File: src/rtl/absmax_quantizer_pkg.sv
// Shared quantization package: FSM states, code range limits and the
// saturate helper used by both the quantize and dequantize sides.
package quant_pkg;

  typedef enum logic [2:0] {
    ST_IDLE  = 3'd0,
    ST_LOAD  = 3'd1,
    ST_SCALE = 3'd2,
    ST_EMIT  = 3'd3,
    ST_DONE  = 3'd4
  } state_e;

  localparam int Q_MAX     = 127;
  localparam int Q_MIN     = -127;
  localparam int MAX_SHIFT = 25;
  // Width of the widened (sample + guard bit) intermediate fed to saturate.
  localparam int SAT_W     = 33;

  // Clamp a widened signed value to the symmetric 8-bit code range.
  function automatic logic signed [7:0] saturate(input logic signed [SAT_W-1:0] x);
    logic signed [7:0] y;
    if (x > 33'sd127) begin
      y = 8'sd127;
    end else if (x < -33'sd127) begin
      y = -8'sd127;
    end else begin
      y = x[7:0];
    end
    return y;
  endfunction

endpackage

File: src/rtl/absmax_quantizer_if.sv
// Stream interface for absmax_quantizer: sample input channel, code output
// channel and the scale-shift side channel. Signal names follow the block's
// pin names so the suffix still tells the direction seen by the quantizer.
interface absmax_quantizer_if #(
  parameter int DIN_W   = 32,
  parameter int Q_W     = 8,
  parameter int SHIFT_W = 5
);
  logic                      din_valid_i;
  logic signed [DIN_W-1:0]   din_i;
  logic                      din_ready_o;
  logic                      q_valid_o;
  logic                      q_ready_i;
  logic signed [Q_W-1:0]     q_data_o;
  logic                      q_last_o;
  logic        [SHIFT_W-1:0] q_shift_o;

  // Quantizer side.
  modport slave (
    input  din_valid_i, din_i, q_ready_i,
    output din_ready_o, q_valid_o, q_data_o, q_last_o, q_shift_o
  );

  // Producer / consumer side.
  modport master (
    output din_valid_i, din_i, q_ready_i,
    input  din_ready_o, q_valid_o, q_data_o, q_last_o, q_shift_o
  );
endinterface

File: src/rtl/absmax_shift_calc.sv
// Combinational priority encoder: smallest shift s in 0..MAX_SHIFT such that
// (max_abs >> s) fits in the positive code range.
module absmax_shift_calc
  import quant_pkg::*;
#(
  parameter int DIN_W   = 32,
  parameter int SHIFT_W = 5
) (
  input  logic [DIN_W-1:0]   i_max_abs,
  output logic [SHIFT_W-1:0] o_shift
);

  // Scan from the largest shift down so the smallest qualifying one wins.
  always_comb begin
    o_shift = SHIFT_W'(MAX_SHIFT);
    for (int s = MAX_SHIFT; s >= 0; s--) begin
      if ((i_max_abs >> s) <= DIN_W'(Q_MAX)) begin
        o_shift = SHIFT_W'(s);
      end else begin
        o_shift = o_shift;
      end
    end
  end

endmodule

File: src/rtl/absmax_quantizer.sv
// absmax_quantizer: buffers one vector, finds its max-abs, derives a
// power-of-two scale shift and streams saturated signed codes.
// Optional macro QUANT_ROUND_EN: round-to-nearest instead of floor.
module absmax_quantizer
  import quant_pkg::*;
#(
  parameter int VEC_LEN = 16,
  parameter int DIN_W   = 32,
  parameter int Q_W     = 8,
  parameter int SHIFT_W = 5
) (
  input  logic               clk_i,
  input  logic               rstn_i,
  input  logic               start_i,
  absmax_quantizer_if.slave  bus,
  output logic               busy_o,
  output logic               done_o
);

  localparam int CNT_W = $clog2(VEC_LEN);
  localparam logic signed [DIN_W:0] ONE_EXT = {{DIN_W{1'b0}}, 1'b1};

  logic signed [DIN_W-1:0] r_buf [VEC_LEN];
  state_e                  r_state;
  logic [CNT_W-1:0]        r_wr_cnt;
  logic [CNT_W-1:0]        r_rd_cnt;
  logic [DIN_W-1:0]        r_max_abs;
  logic                    r_din_ready;
  logic                    r_q_valid;
  logic signed [Q_W-1:0]   r_q_data;
  logic                    r_q_last;
  logic [SHIFT_W-1:0]      r_q_shift;
  logic                    r_busy;
  logic                    r_done;

  logic [DIN_W-1:0]        w_abs;
  logic                    w_accept;
  logic                    w_fire;
  logic [SHIFT_W-1:0]      w_shift;
  logic [CNT_W-1:0]        w_q_idx;
  logic [SHIFT_W-1:0]      w_q_shift;
  logic signed [Q_W-1:0]   w_q_code;

  // Shift right by sh on a widened copy (so the rounding add cannot
  // overflow), then clamp to the symmetric code range.
  function automatic logic signed [Q_W-1:0] quant(input logic signed [DIN_W-1:0] x,
                                                  input logic [SHIFT_W-1:0] sh);
    logic signed [DIN_W:0] ext;
    ext = {x[DIN_W-1], x};
`ifdef QUANT_ROUND_EN
    if (sh != '0) begin
      ext = ext + (ONE_EXT <<< (sh - 1'b1));
    end else begin
      ext = ext;
    end
`endif
    ext = ext >>> sh;
    return saturate(ext);
  endfunction

  absmax_shift_calc #(
    .DIN_W   (DIN_W),
    .SHIFT_W (SHIFT_W)
  ) u_shift_calc (
    .i_max_abs (r_max_abs),
    .o_shift   (w_shift)
  );

  // Unsigned magnitude of the incoming sample; the most negative value maps
  // to 2^(DIN_W-1) which still fits the unsigned register.
  always_comb begin
    if (bus.din_i[DIN_W-1]) begin
      w_abs = DIN_W'(-bus.din_i);
    end else begin
      w_abs = DIN_W'(bus.din_i);
    end
  end

  // Handshake qualifiers and selection of the next code to precompute:
  // buffer[0] with the fresh shift in SCALE, buffer[rd_cnt+1] in EMIT.
  always_comb begin
    w_accept = (r_state == ST_LOAD) && bus.din_valid_i;
    w_fire   = r_q_valid && bus.q_ready_i;
    if (r_state == ST_SCALE) begin
      w_q_idx   = '0;
      w_q_shift = w_shift;
    end else begin
      w_q_idx   = r_rd_cnt + CNT_W'(1);
      w_q_shift = r_q_shift;
    end
    w_q_code = quant(r_buf[w_q_idx], w_q_shift);
  end

  // Sample buffer; contents are don't-care after reset so no reset term.
  always_ff @(posedge clk_i) begin
    if (w_accept) begin
      r_buf[r_wr_cnt] <= bus.din_i;
    end
  end

  // Main control FSM with all outputs registered.
  always_ff @(posedge clk_i or negedge rstn_i) begin
    if (!rstn_i) begin
      r_state     <= ST_IDLE;
      r_wr_cnt    <= '0;
      r_rd_cnt    <= '0;
      r_max_abs   <= '0;
      r_din_ready <= 1'b0;
      r_q_valid   <= 1'b0;
      r_q_data    <= '0;
      r_q_last    <= 1'b0;
      r_q_shift   <= '0;
      r_busy      <= 1'b0;
      r_done      <= 1'b0;
    end else begin
      case (r_state)
        ST_IDLE: begin
          if (start_i) begin
            r_state     <= ST_LOAD;
            r_wr_cnt    <= '0;
            r_max_abs   <= '0;
            r_din_ready <= 1'b1;
            r_busy      <= 1'b1;
          end
        end
        ST_LOAD: begin
          if (w_accept) begin
            if (w_abs > r_max_abs) begin
              r_max_abs <= w_abs;
            end
            r_wr_cnt <= r_wr_cnt + CNT_W'(1);
            if (r_wr_cnt == CNT_W'(VEC_LEN - 1)) begin
              r_din_ready <= 1'b0;
              r_state     <= ST_SCALE;
            end
          end
        end
        ST_SCALE: begin
          r_q_shift <= w_shift;
          r_q_data  <= w_q_code;
          r_q_valid <= 1'b1;
          r_q_last  <= 1'b0;
          r_rd_cnt  <= '0;
          r_state   <= ST_EMIT;
        end
        ST_EMIT: begin
          if (w_fire) begin
            if (r_q_last) begin
              r_q_valid <= 1'b0;
              r_q_last  <= 1'b0;
              r_done    <= 1'b1;
              r_state   <= ST_DONE;
            end else begin
              r_rd_cnt <= r_rd_cnt + CNT_W'(1);
              r_q_data <= w_q_code;
              r_q_last <= (r_rd_cnt == CNT_W'(VEC_LEN - 2));
            end
          end
        end
        ST_DONE: begin
          r_done  <= 1'b0;
          r_busy  <= 1'b0;
          r_state <= ST_IDLE;
        end
        default: begin
          r_state     <= ST_IDLE;
          r_din_ready <= 1'b0;
          r_q_valid   <= 1'b0;
          r_q_last    <= 1'b0;
          r_busy      <= 1'b0;
          r_done      <= 1'b0;
        end
      endcase
    end
  end

  assign bus.din_ready_o = r_din_ready;
  assign bus.q_valid_o   = r_q_valid;
  assign bus.q_data_o    = r_q_data;
  assign bus.q_last_o    = r_q_last;
  assign bus.q_shift_o   = r_q_shift;
  assign busy_o          = r_busy;
  assign done_o          = r_done;

endmodule

File: src/flat_wrapper.sv
// flat-port wrapper written by rule: the top's interface ports become plain ports
module absmax_quantizer_flat import quant_pkg::*;
#(
  parameter int VEC_LEN = 16,
  parameter int DIN_W   = 32,
  parameter int Q_W     = 8,
  parameter int SHIFT_W = 5
)
  (clk_i, rstn_i, start_i, busy_o, done_o, bus_din_valid_i, bus_din_i, bus_q_ready_i, bus_din_ready_o, bus_q_valid_o, bus_q_data_o, bus_q_last_o, bus_q_shift_o);
  absmax_quantizer_if #(.DIN_W(DIN_W), .Q_W(Q_W), .SHIFT_W(SHIFT_W)) bus_i ();
  input  logic clk_i;
  input  logic rstn_i;
  input  logic start_i;
  output logic busy_o;
  output logic done_o;
  input wire logic [$bits(bus_i.din_valid_i)-1:0] bus_din_valid_i;
  input wire logic [$bits(bus_i.din_i)-1:0] bus_din_i;
  input wire logic [$bits(bus_i.q_ready_i)-1:0] bus_q_ready_i;
  output wire logic [$bits(bus_i.din_ready_o)-1:0] bus_din_ready_o;
  output wire logic [$bits(bus_i.q_valid_o)-1:0] bus_q_valid_o;
  output wire logic [$bits(bus_i.q_data_o)-1:0] bus_q_data_o;
  output wire logic [$bits(bus_i.q_last_o)-1:0] bus_q_last_o;
  output wire logic [$bits(bus_i.q_shift_o)-1:0] bus_q_shift_o;
  assign bus_i.din_valid_i = bus_din_valid_i;
  assign bus_i.din_i = bus_din_i;
  assign bus_i.q_ready_i = bus_q_ready_i;
  assign bus_din_ready_o = bus_i.din_ready_o;
  assign bus_q_valid_o = bus_i.q_valid_o;
  assign bus_q_data_o = bus_i.q_data_o;
  assign bus_q_last_o = bus_i.q_last_o;
  assign bus_q_shift_o = bus_i.q_shift_o;
  absmax_quantizer #(.VEC_LEN(VEC_LEN), .DIN_W(DIN_W), .Q_W(Q_W), .SHIFT_W(SHIFT_W)) u_core (.clk_i(clk_i), .rstn_i(rstn_i), .start_i(start_i), .bus(bus_i), .busy_o(busy_o), .done_o(done_o));
endmodule
File: config.mk
export PLATFORM = sky130hd
export DESIGN_NAME = absmax_quantizer_flat
export DESIGN_NICKNAME = d
export VERILOG_FILES = /design/src/rtl/absmax_quantizer_pkg.sv /design/src/rtl/absmax_quantizer_if.sv /design/src/rtl/absmax_shift_calc.sv /design/src/rtl/absmax_quantizer.sv /design/src/flat_wrapper.sv
export SDC_FILE = /design/constraint.sdc
export NUM_CORES = 1
export LEC_CHECK = 0
export CORE_ASPECT_RATIO = 0.5
export CORE_MARGIN = 2
export CORE_UTILIZATION = 35
export CTS_CLUSTER_DIAMETER = 80
export DETAILED_ROUTE_END_ITERATION = 6
export PLACE_DENSITY = 0.49
export SETUP_SLACK_MARGIN = 0.3
export SYNTH_ARGS = -nofsm -noshare
export SYNTH_HDL_FRONTEND = slang
export SYNTH_SLANG_ARGS = --single-unit
export TNS_END_PERCENT = 50
File: constraint.sdc
create_clock -name clk_i -period 10 [get_ports clk_i]
set_input_delay 1.5 -clock clk_i [delete_from_list [all_inputs] [get_ports clk_i]]
set_output_delay 1.5 -clock clk_i [all_outputs]
set_load 0.02 [all_outputs]
==> impl_metrics.ini, run 1 <==
[outcome]
status = finished, final reports clean

[floorplan]
dieArea_mm2 = 0.0789
die_w_um = 395
core_mm2 = 0.0754
io_pins = 55
row_count = 71
start_util_pct = 35.5
die_h_um = 200

[sta]
finalHoldViolCount = 0
max_slew_margin_pct = 33.6
period_needed_ns = 6.87
final_max_slew_viol_count = 0
grt_setup_unrepaired = no
period_share_pct = 68.7
worst_hold_slack_ns = 0.491
setup_violations = 0
max_freq_mhz = 146
worst_pin_slew_ns = 0.991
setup-tns-final_ns = 0
skew_ns = 0.0329

[clock_tree]
clock_tree.buffer_depth = 3
clock_latency_ns = 0.65
cts_setup_buffers = 0
cts_tree = done
clk_pin_slew_ns = 0.07
numCtsBuffers = 55
htree_levels = 2
root_buffer = clkbuf_16
holdBufCountCts = 0
cts_resized = 0
clock-sinks = 573

[logic_synthesis]
ys_ff_latch = 573
synth_cell_type_count = 102
async_reset_ff_share_pct = 10.6
synth-edff-count = 512
synth_cells = 1971
synth_ff_type = edfxtp_1
postSynthAreaPerCell_um2 = 13.6
netlist_area_mm2 = 0.0268
synth_top_area_share_pct = 57.4
yosys.area.top_type = edfxtp_1
ys_seq_area_share_pct = 63.1
yosysWarningCount = 0
syn-num-nets = 2047
synthTopCellsByArea = edfxtp_1, dfrtp_1, mux2i_1

[worst_setup_path]
start_kind = flop
reg2reg_from = u_core.r_rd_cnt[0]
worst-setup-path-type = flop to flop
r2r_end = u_core.bus.q_data_o[1]
required_ns = 10.49
end_kind = flop
worstPathMaxFanout = 37
rr_worst_depth = 17
cp_data_arrival_time_ns = 7.36
regToRegSetupSlack_ns = 3.13

[grt]
antenna_found_initial = 5
grt_pass1_vias = 17082
overflow = 0
grt_pass1_wl_mm = 123
grt_max_degree = 54
grt.total_usage_pct = 21.6

[drt]
drt_wl_total_mm = 85.6
vias = 17836
vias_per_cell = 5.77
wl_per_cell_um = 27.7
first_pass_iters = 6
drt_iter0_drc = 2031
drc = 0
ant_nets = 0

[worst_hold_path]
hp-class = flop to flop
min_path_cells = 1
hold_start = u_core.r_max_abs[5]
whs_endpoint = u_core.r_max_abs[5]

[finish]
layout_common_cells = edfxtp_1, nand2_1, mux2i_1, o21ai_0, nor2_1
filler_cell_count = 7024
drive_gt1_share_pct = 13.1
synthToLayoutAreaGrowth_pct = 13.1
final_common_cell = edfxtp_1
layout.nets = 2097

[placement]
place_congestion = 0.901
hpwl_mm = 52.2
io_buffer_count = 54

[flow_run]
drv_cap = 0
worst max-delay path, stage by stage, from the launching register on:
cell	delay, ns
dfrtp_4	0.79
buf_4	0.61
ha_1	0.53
xnor2_4	0.16
nor2_4	0.11
buf_4	0.39
buf_4	0.53
mux4_2	0.39
a211oi_1	0.73
o211ai_1	0.44
o211ai_1	0.25
o21ai_1	0.22
a221oi_2	0.37
nand2_1	0.08
a2111oi_0	0.36
a31oi_1	0.21
o21ai_2	0.31
o211ai_1	0.14
worst max-delay path by stage:
| stage | to | cells past startpoint | start |
|---|---|---|---|
| floorplan | u_core.r_max_abs[0] | 22 | bus_din_i[1] |
| global placement | u_core.r_max_abs[9] | 23 | bus_din_i[0] |
| detailed placement | u_core.r_max_abs[27] | 23 | bus_din_i[0] |
| CTS | u_core.bus.q_data_o[1] | 17 | u_core.r_rd_cnt[0] |
| global route | u_core.bus.q_data_o[2] | 16 | u_core.r_rd_cnt[0] |
| finish | u_core.bus.q_data_o[1] | 17 | u_core.r_rd_cnt[0] |
cell type report:
cell class	instances	area [um2]	area share [%]
clock inverter	28	334	1.10
antenna	1	2.50	0.00826
clock buffer	76	1510	4.97
sequential	573	16900	55.8
tap	1022	1280	4.22
multi-input combinational	1222	9040	29.8
timing repair buffer	122	1050	3.46
inverter	47	179	0.591
flip-flops by register name (all words and copies together) (netlist names):
| register | cells |
|---|---|
| u_core.bus.q_last_o | 1 |
| u_core.bus.q_data_o | 8 |
| u_core.bus.din_ready_o | 1 |
| u_core.busy_o | 1 |
| u_core.r_rd_cnt | 4 |
| u_core.r_buf | 512 |
| u_core.r_state | 3 |
| u_core.bus.q_valid_o | 1 |
| u_core.bus.q_shift_o | 5 |
| u_core.r_max_abs | 32 |
| u_core.done_o | 1 |
| u_core.r_wr_cnt | 4 |
logic make-up after synthesis:
| logic type | synth area share, % |
|---|---|
| compound gates | 13.6 |
| simple gates | 8.74 |
| xor+xnor | 1.14 |
| fa+ha+maj | 1.82 |
| mux | 8.09 |
| buf+inv | 3.55 |
| flops | 63.1 |
through the flow:
step | util [%] | instances | worst slack [ns] | cell area [um2]
2_1_floorplan | - | 1971 | 4.10 | 26800
3_3_place_gp | 37.7 | 2986 | 2.58 | 28400
3_5_place_dp | 37.7 | 2986 | 2.63 | 28400
4_1_cts | 40.2 | 3090 | 3.20 | 30300
5_1_grt | 40.2 | 3090 | 2.75 | 30300
6_report | 40.2 | 3091 | 3.13 | 30300
per-layer routing:
metal	track usage (%)	wire, um	share of wire [%]
met5	0	27	0.032
met4	5.46	1770	2.1
met3	4.92	6750	7.9
met2	33.4	38200	45
met1	30.6	38800	45
synthesized netlist by cell type, types with 18 or more instances:
| cell type | count |
|---|---|
| nand3_1 | 72 |
| a211oi_1 | 36 |
| a21oi_1 | 79 |
| mux4_2 | 24 |
| mux2_2 | 20 |
| o22ai_1 | 27 |
| mux2i_1 | 125 |
| nor3_1 | 27 |
| dfrtp_1 | 61 |
| a32o_1 | 32 |
| nor2b_1 | 28 |
| a221oi_1 | 26 |
| edfxtp_1 | 512 |
| a31oi_1 | 18 |
| xnor2_1 | 24 |
| ha_1 | 39 |
| nor2_1 | 85 |
| buf_2 | 41 |
| nand2_1 | 132 |
| o21ai_0 | 104 |
| o211ai_1 | 21 |
| clkbuf_1 | 44 |
| inv_1 | 41 |
| buf_4 | 22 |
Power of run 1 is left out: the tool's default activity adds up to more than one toggle a clock period on the data nets, which glitch-free logic cannot reach.
==> run 2, diff against run 1 <==
--- a/config.mk
+++ b/config.mk
@@ -10,7 +10,7 @@
 export CORE_UTILIZATION = 35
 export CTS_CLUSTER_DIAMETER = 80
 export DETAILED_ROUTE_END_ITERATION = 6
-export PLACE_DENSITY = 0.49
+export PLACE_DENSITY = 0.51
 export SETUP_SLACK_MARGIN = 0.3
 export SYNTH_ARGS = -nofsm -noshare
 export SYNTH_HDL_FRONTEND = slang
==> constraint.sdc (replaced) <==
create_clock -name clk_i -period 5.52 [get_ports clk_i]
set_input_delay 0.828 -clock clk_i [delete_from_list [all_inputs] [get_ports clk_i]]
set_output_delay 0.828 -clock clk_i [all_outputs]
set_load 0.02 [all_outputs]
==> impl_metrics.ini, run 2 (synthesis results as in run 1) <==
[outcome]
status = finished, final reports clean

[drt]
drc = 0
wl_per_cell_um = 27.3
drt_iter0_drc = 2309
drt_wl_total_mm = 86.5
vias_per_cell = 5.74
first_pass_iters = 5
vias = 18221
ant_nets = 0

[clock_tree]
clock_tree.buffer_depth = 3
htree_levels = 2
numCtsBuffers = 54
clk_pin_slew_ns = 0.07
clock_latency_ns = 0.63
clock-sinks = 573
cts_tree = done
root_buffer = clkbuf_16
holdBufCountCts = 0

[sta]
finalHoldViolCount = 0
grt_setup_unrepaired = yes
max_freq_mhz = 199
final_max_slew_viol_count = 0
skew_ns = 0.0256
max_slew_margin_pct = 21.1
period_share_pct = 90.9
worst_pin_slew_ns = 1.18
setup_violations = 0
period_needed_ns = 5.02

[finish]
fin_util_pct = 41.6
synthToLayoutAreaGrowth_pct = 17.3
layout_common_cells = edfxtp_1, nand2_1, buf_4, mux2i_1, o21ai_0
top_register = u_core.r_buf
drive_gt1_share_pct = 18.0
filler_cell_count = 6984
instances_no_fill = 3173
final_common_cell = edfxtp_1
largest_register_ffs = 512
ff_latch_area_mm2 = 0.0169
layout.nets = 2180
multi_input_area_mm2 = 0.00921

[worst_hold_path]
hp-class = input pin to async pin

[worst_setup_path]
required_ns = 6.04
path_common_cell = or3_4
path_delay_family = compound AO/OA/AOI/OAI gates
worstPathMaxFanout = 7
reg2reg_from = u_core.r_rd_cnt[0]
critPathMaxStageDelay_ns = 0.46
cp_data_arrival_time_ns = 5.54
start_kind = input pin
regToRegSetupSlack_ns = 0.55
crit_path_top_delay_cell = clkdlybuf4s50_1
end_kind = flop
rr_worst_depth = 15
worstSetupPathDepth = 24
crit_chain = clkdlybuf4s50_1 > nor4_2 > buf_4 > nand2b_4 > or3_4 > or3_4 > or3_4 > o31a_1 > xor2_1 > ha_1 > a21o_1 > a21oi_2 > nor2b_1 > o21ai_1 > nand2b_1 > a21oi_2 > nor2b_1 > o21ai_1 > nand2b_1 > a311oi_2 > o21ai_4 > buf_12 > buf_6 > a32o_1
worst-setup-path-type = input pin to flop
cp_num_buf_inv = 4
r2r_end = u_core.bus.q_data_o[2]

[floorplan]
die_w_um = 395
io_pins = 55
start_util_pct = 35.5
die_h_um = 200
core_mm2 = 0.0754
dieArea_mm2 = 0.0789
row_count = 71

[placement]
dp_cells = 3061
place_congestion = 0.866
io_buffer_count = 54
hpwl_mm = 54.5

[flow_run]
drv_cap = 0

[grt]
grt_pass1_wl_mm = 124
overflow = 0
antenna_found_initial = 2
grt_pass1_vias = 17686
grt.total_usage_pct = 21.6
grt_max_degree = 71
==> run 2: cell types whose count changed in the layout (fill, tap and decap cells not counted), moves of 10 or more <==
| cell | before | now |
|---|---|---|
| buf_12 | 0 | 12 |
| buf_6 | 0 | 10 |
| buf_4 | 69 | 128 |
| dlymetal6s2s_1 | 0 | 14 |
| clkdlybuf4s50_1 | 53 | 39 |
==> run 2: final cells by class <==
cell class	count	area share, %
Sequential cell	573	53.8
Multi-Input combinational cell	1222	29.3
Timing Repair Buffer	206	6.16
Clock buffer	63	4.41
Tap cell	1022	4.07
Clock inverter	39	1.66
Inverter	47	0.570
Antenna cell	1	0.00797
==> run 2: worst max-delay path by stage <==
stage                                         to                from
after floorplan              u_core.r_max_abs[0]        bus_din_i[1]
after global placement      u_core.r_max_abs[22]        bus_din_i[1]
after detailed placement     u_core.r_max_abs[3]        bus_din_i[6]
after CTS                 u_core.bus.q_data_o[2]  u_core.r_rd_cnt[0]
after global routing      u_core.bus.q_data_o[3]  u_core.r_rd_cnt[0]
final                       u_core.r_max_abs[10]        bus_din_i[3]
==> run 2: routing by layer <==
metal | global-route usage (%) | part of all wire, % | vias up
met4 | 5.58 | 2.0 | 0
li1 | - | - | 8083
met1 | 32.4 | 47 | 9338
met5 | 0 | 0 | -
met3 | 2.94 | 7.2 | 104
met2 | 33.0 | 44 | 696
==> run 2: repair_timing <==
action	CTS	global route
setup buffers	1	4
hold endpoints to repair	0	0
cloned	0	4
pin swaps	3	17
resized for setup	7	59
setup endpoints to repair	35	39
==> run 2: metrics by stage <==
| stage | setup WS, ns | TNS [ns] | area, um2 | hold slack [ns] |
|---|---|---|---|---|
| detailed placement | -0.506 | -15.62 | 29100 | 0.482 |
| floorplan | 0.295 | 0 | 26800 | 0.466 |
| finish | 0.501 | 0 | 31400 | 0.343 |
| CTS | 0.295 | 0 | 31100 | 0.379 |
| global placement | -0.501 | -15.61 | 29100 | 0.473 |
| global route | 0.280 | 0 | 31400 | 0.407 |
Power of run 2 is left out for the same reason.
==> run 3, diff against run 2 <==
--- a/config.mk
+++ b/config.mk
@@ -10,7 +10,8 @@
 export CORE_UTILIZATION = 35
 export CTS_CLUSTER_DIAMETER = 80
 export DETAILED_ROUTE_END_ITERATION = 6
-export PLACE_DENSITY = 0.51
+export DONT_BUFFER_PORTS = 1
+export PLACE_DENSITY = 0.5
 export SETUP_SLACK_MARGIN = 0.3
 export SYNTH_ARGS = -nofsm -noshare
 export SYNTH_HDL_FRONTEND = slang
==> impl_metrics.ini, run 3 (synthesis results as in run 1) <==
[finish]
drive_gt1_share_pct = 15.2
multi_input_area_mm2 = 0.00912
final_common_cell = edfxtp_1
top_register = u_core.r_buf
synthToLayoutAreaGrowth_pct = 12.3
antenna_cells = 0
ff_latch_area_mm2 = 0.0169
largest_register_ffs = 512
filler_cell_count = 7068
layout.nets = 2068
layout_common_cells = edfxtp_1, nand2_1, mux2i_1, o21ai_0, nor2_1

[sta]
final_max_slew_viol_count = 0
period_needed_ns = 4.99
setup_violations = 0
skew_ns = 0.0254
period_share_pct = 90.3
finalHoldViolCount = 0
worst_pin_slew_ns = 0.974
setup-tns-final_ns = 0
grt_setup_unrepaired = yes
max_slew_margin_pct = 34.8
max_freq_mhz = 201

[worst_setup_path]
end_kind = flop
reg2reg_from = u_core.r_max_abs[26]
r2r_end = u_core.bus.q_data_o[3]
crit_chain = or4_1 > nor2_1 > a21boi_0 > a211oi_1 > or2_2 > inv_4 > mux2i_2 > a22oi_1 > nor2_1 > o41ai_1 > o2111ai_1 > nor4_4 > o31ai_1 > o211ai_1
start_kind = flop
cp_data_arrival_time_ns = 5.51
worstPathMaxFanout = 25
crit_path_top_delay_cell = or4_1
required_ns = 6.04
regToRegSetupSlack_ns = 0.53
cp_num_buf_inv = 1
path_delay_family = compound AO/OA/AOI/OAI gates
rr_worst_depth = 14
path_common_cell = nor2_1
critPathMaxStageDelay_ns = 0.58
worst-setup-path-type = flop to flop

[floorplan]
die_h_um = 200
row_count = 71
start_util_pct = 35.5
dieArea_mm2 = 0.0789
die_w_um = 395
core_mm2 = 0.0754
io_pins = 55

[placement]
place_congestion = 0.911
hpwl_mm = 54.1
io_buffer_count = 0

[grt]
overflow = 0
antenna_found_initial = 2
grt_pass1_vias = 16919
grt.total_usage_pct = 20.8
grt_pass1_wl_mm = 120
grt_max_degree = 62

[clock_tree]
clock-sinks = 573
numCtsBuffers = 53
clock_tree.buffer_depth = 3
htree_levels = 2
cts_tree = done
clk_pin_slew_ns = 0.07
clock_latency_ns = 0.63
root_buffer = clkbuf_16

[outcome]
status = finished, final reports clean

[flow_run]
drv_cap = 0

[drt]
drt_wl_total_mm = 83.0
wl_per_cell_um = 27.2
drt_iter0_drc = 1955
first_pass_iters = 7
vias_per_cell = 5.79
vias = 17696
ant_nets = 0
drc = 0

[worst_hold_path]
hp-class = input pin to async pin
## run 3: timing repair
| action | CTS | global route |
|---|---|---|
| hold endpoints to repair | 61 | 0 |
| setup endpoints to repair | 0 | 39 |
| buffers inserted | 0 | 3 |
| resized for setup | 0 | 24 |
| hold buffers | 1 | 0 |
## run 3: how the worst max path moves through the flow
stage                              start                      to  slack (ns)  cells past startpoint
floorplan                   bus_din_i[1]     u_core.r_max_abs[0]        0.29                     22
global placement            bus_din_i[6]    u_core.r_max_abs[10]        0.06                     22
detailed placement          bus_din_i[1]    u_core.r_max_abs[20]        0.02                     21
CTS                   u_core.r_rd_cnt[0]  u_core.bus.q_data_o[3]        0.32                     14
global route        u_core.r_max_abs[26]  u_core.bus.q_data_o[3]        0.29                     14
finish              u_core.r_max_abs[26]  u_core.bus.q_data_o[3]        0.53                     14
## run 3: metrics by stage
| stage | hold WS (ns) | cell area (um2) | cells | util [%] | setup WS, ns |
|---|---|---|---|---|---|
| after global routing | 0.0562 | 30100 | 3056 | 39.9 | 0.293 |
| final | 0.0632 | 30100 | 3056 | 39.9 | 0.534 |
| after detailed placement | 0.482 | 28200 | 2955 | 37.4 | 0.0197 |
| after floorplan | 0.466 | 26800 | 1971 | - | 0.295 |
| after global placement | 0.473 | 28200 | 2955 | 37.4 | 0.0557 |
| after CTS | 0.0508 | 30000 | 3053 | 39.7 | 0.316 |
## run 3: layout make-up
| cell class | instances | share of cell area [%] |
|---|---|---|
| Sequential cell | 573 | 56.2 |
| Tap cell | 1022 | 4.25 |
| Clock buffer | 64 | 4.62 |
| Clock inverter | 33 | 1.09 |
| Multi-Input combinational cell | 1222 | 30.3 |
| Inverter | 47 | 0.595 |
| Timing Repair Buffer | 95 | 2.88 |
## run 3: worst reg2reg max path: cells and delay by family, from the launching register on
kind | cells | cell delay [ns]
AO/OA/AOI/OAI | 7 | 2.17
AND/OR/NAND/NOR | 5 | 1.76
flip-flops | 1 | 0.45
buffers and inverters | 1 | 0.26
multiplexers | 1 | 0.26
## run 3: per-layer routing
layer  up-vias  track usage, %  wire length (um)
met1      9145            31.6             39900
met5         -               0                 0
met4         0            4.06              1100
li1       7825               -                 -
met2       639            31.3             36300
met3        87            3.52              5760
Power of run 3 is left out for the same reason.
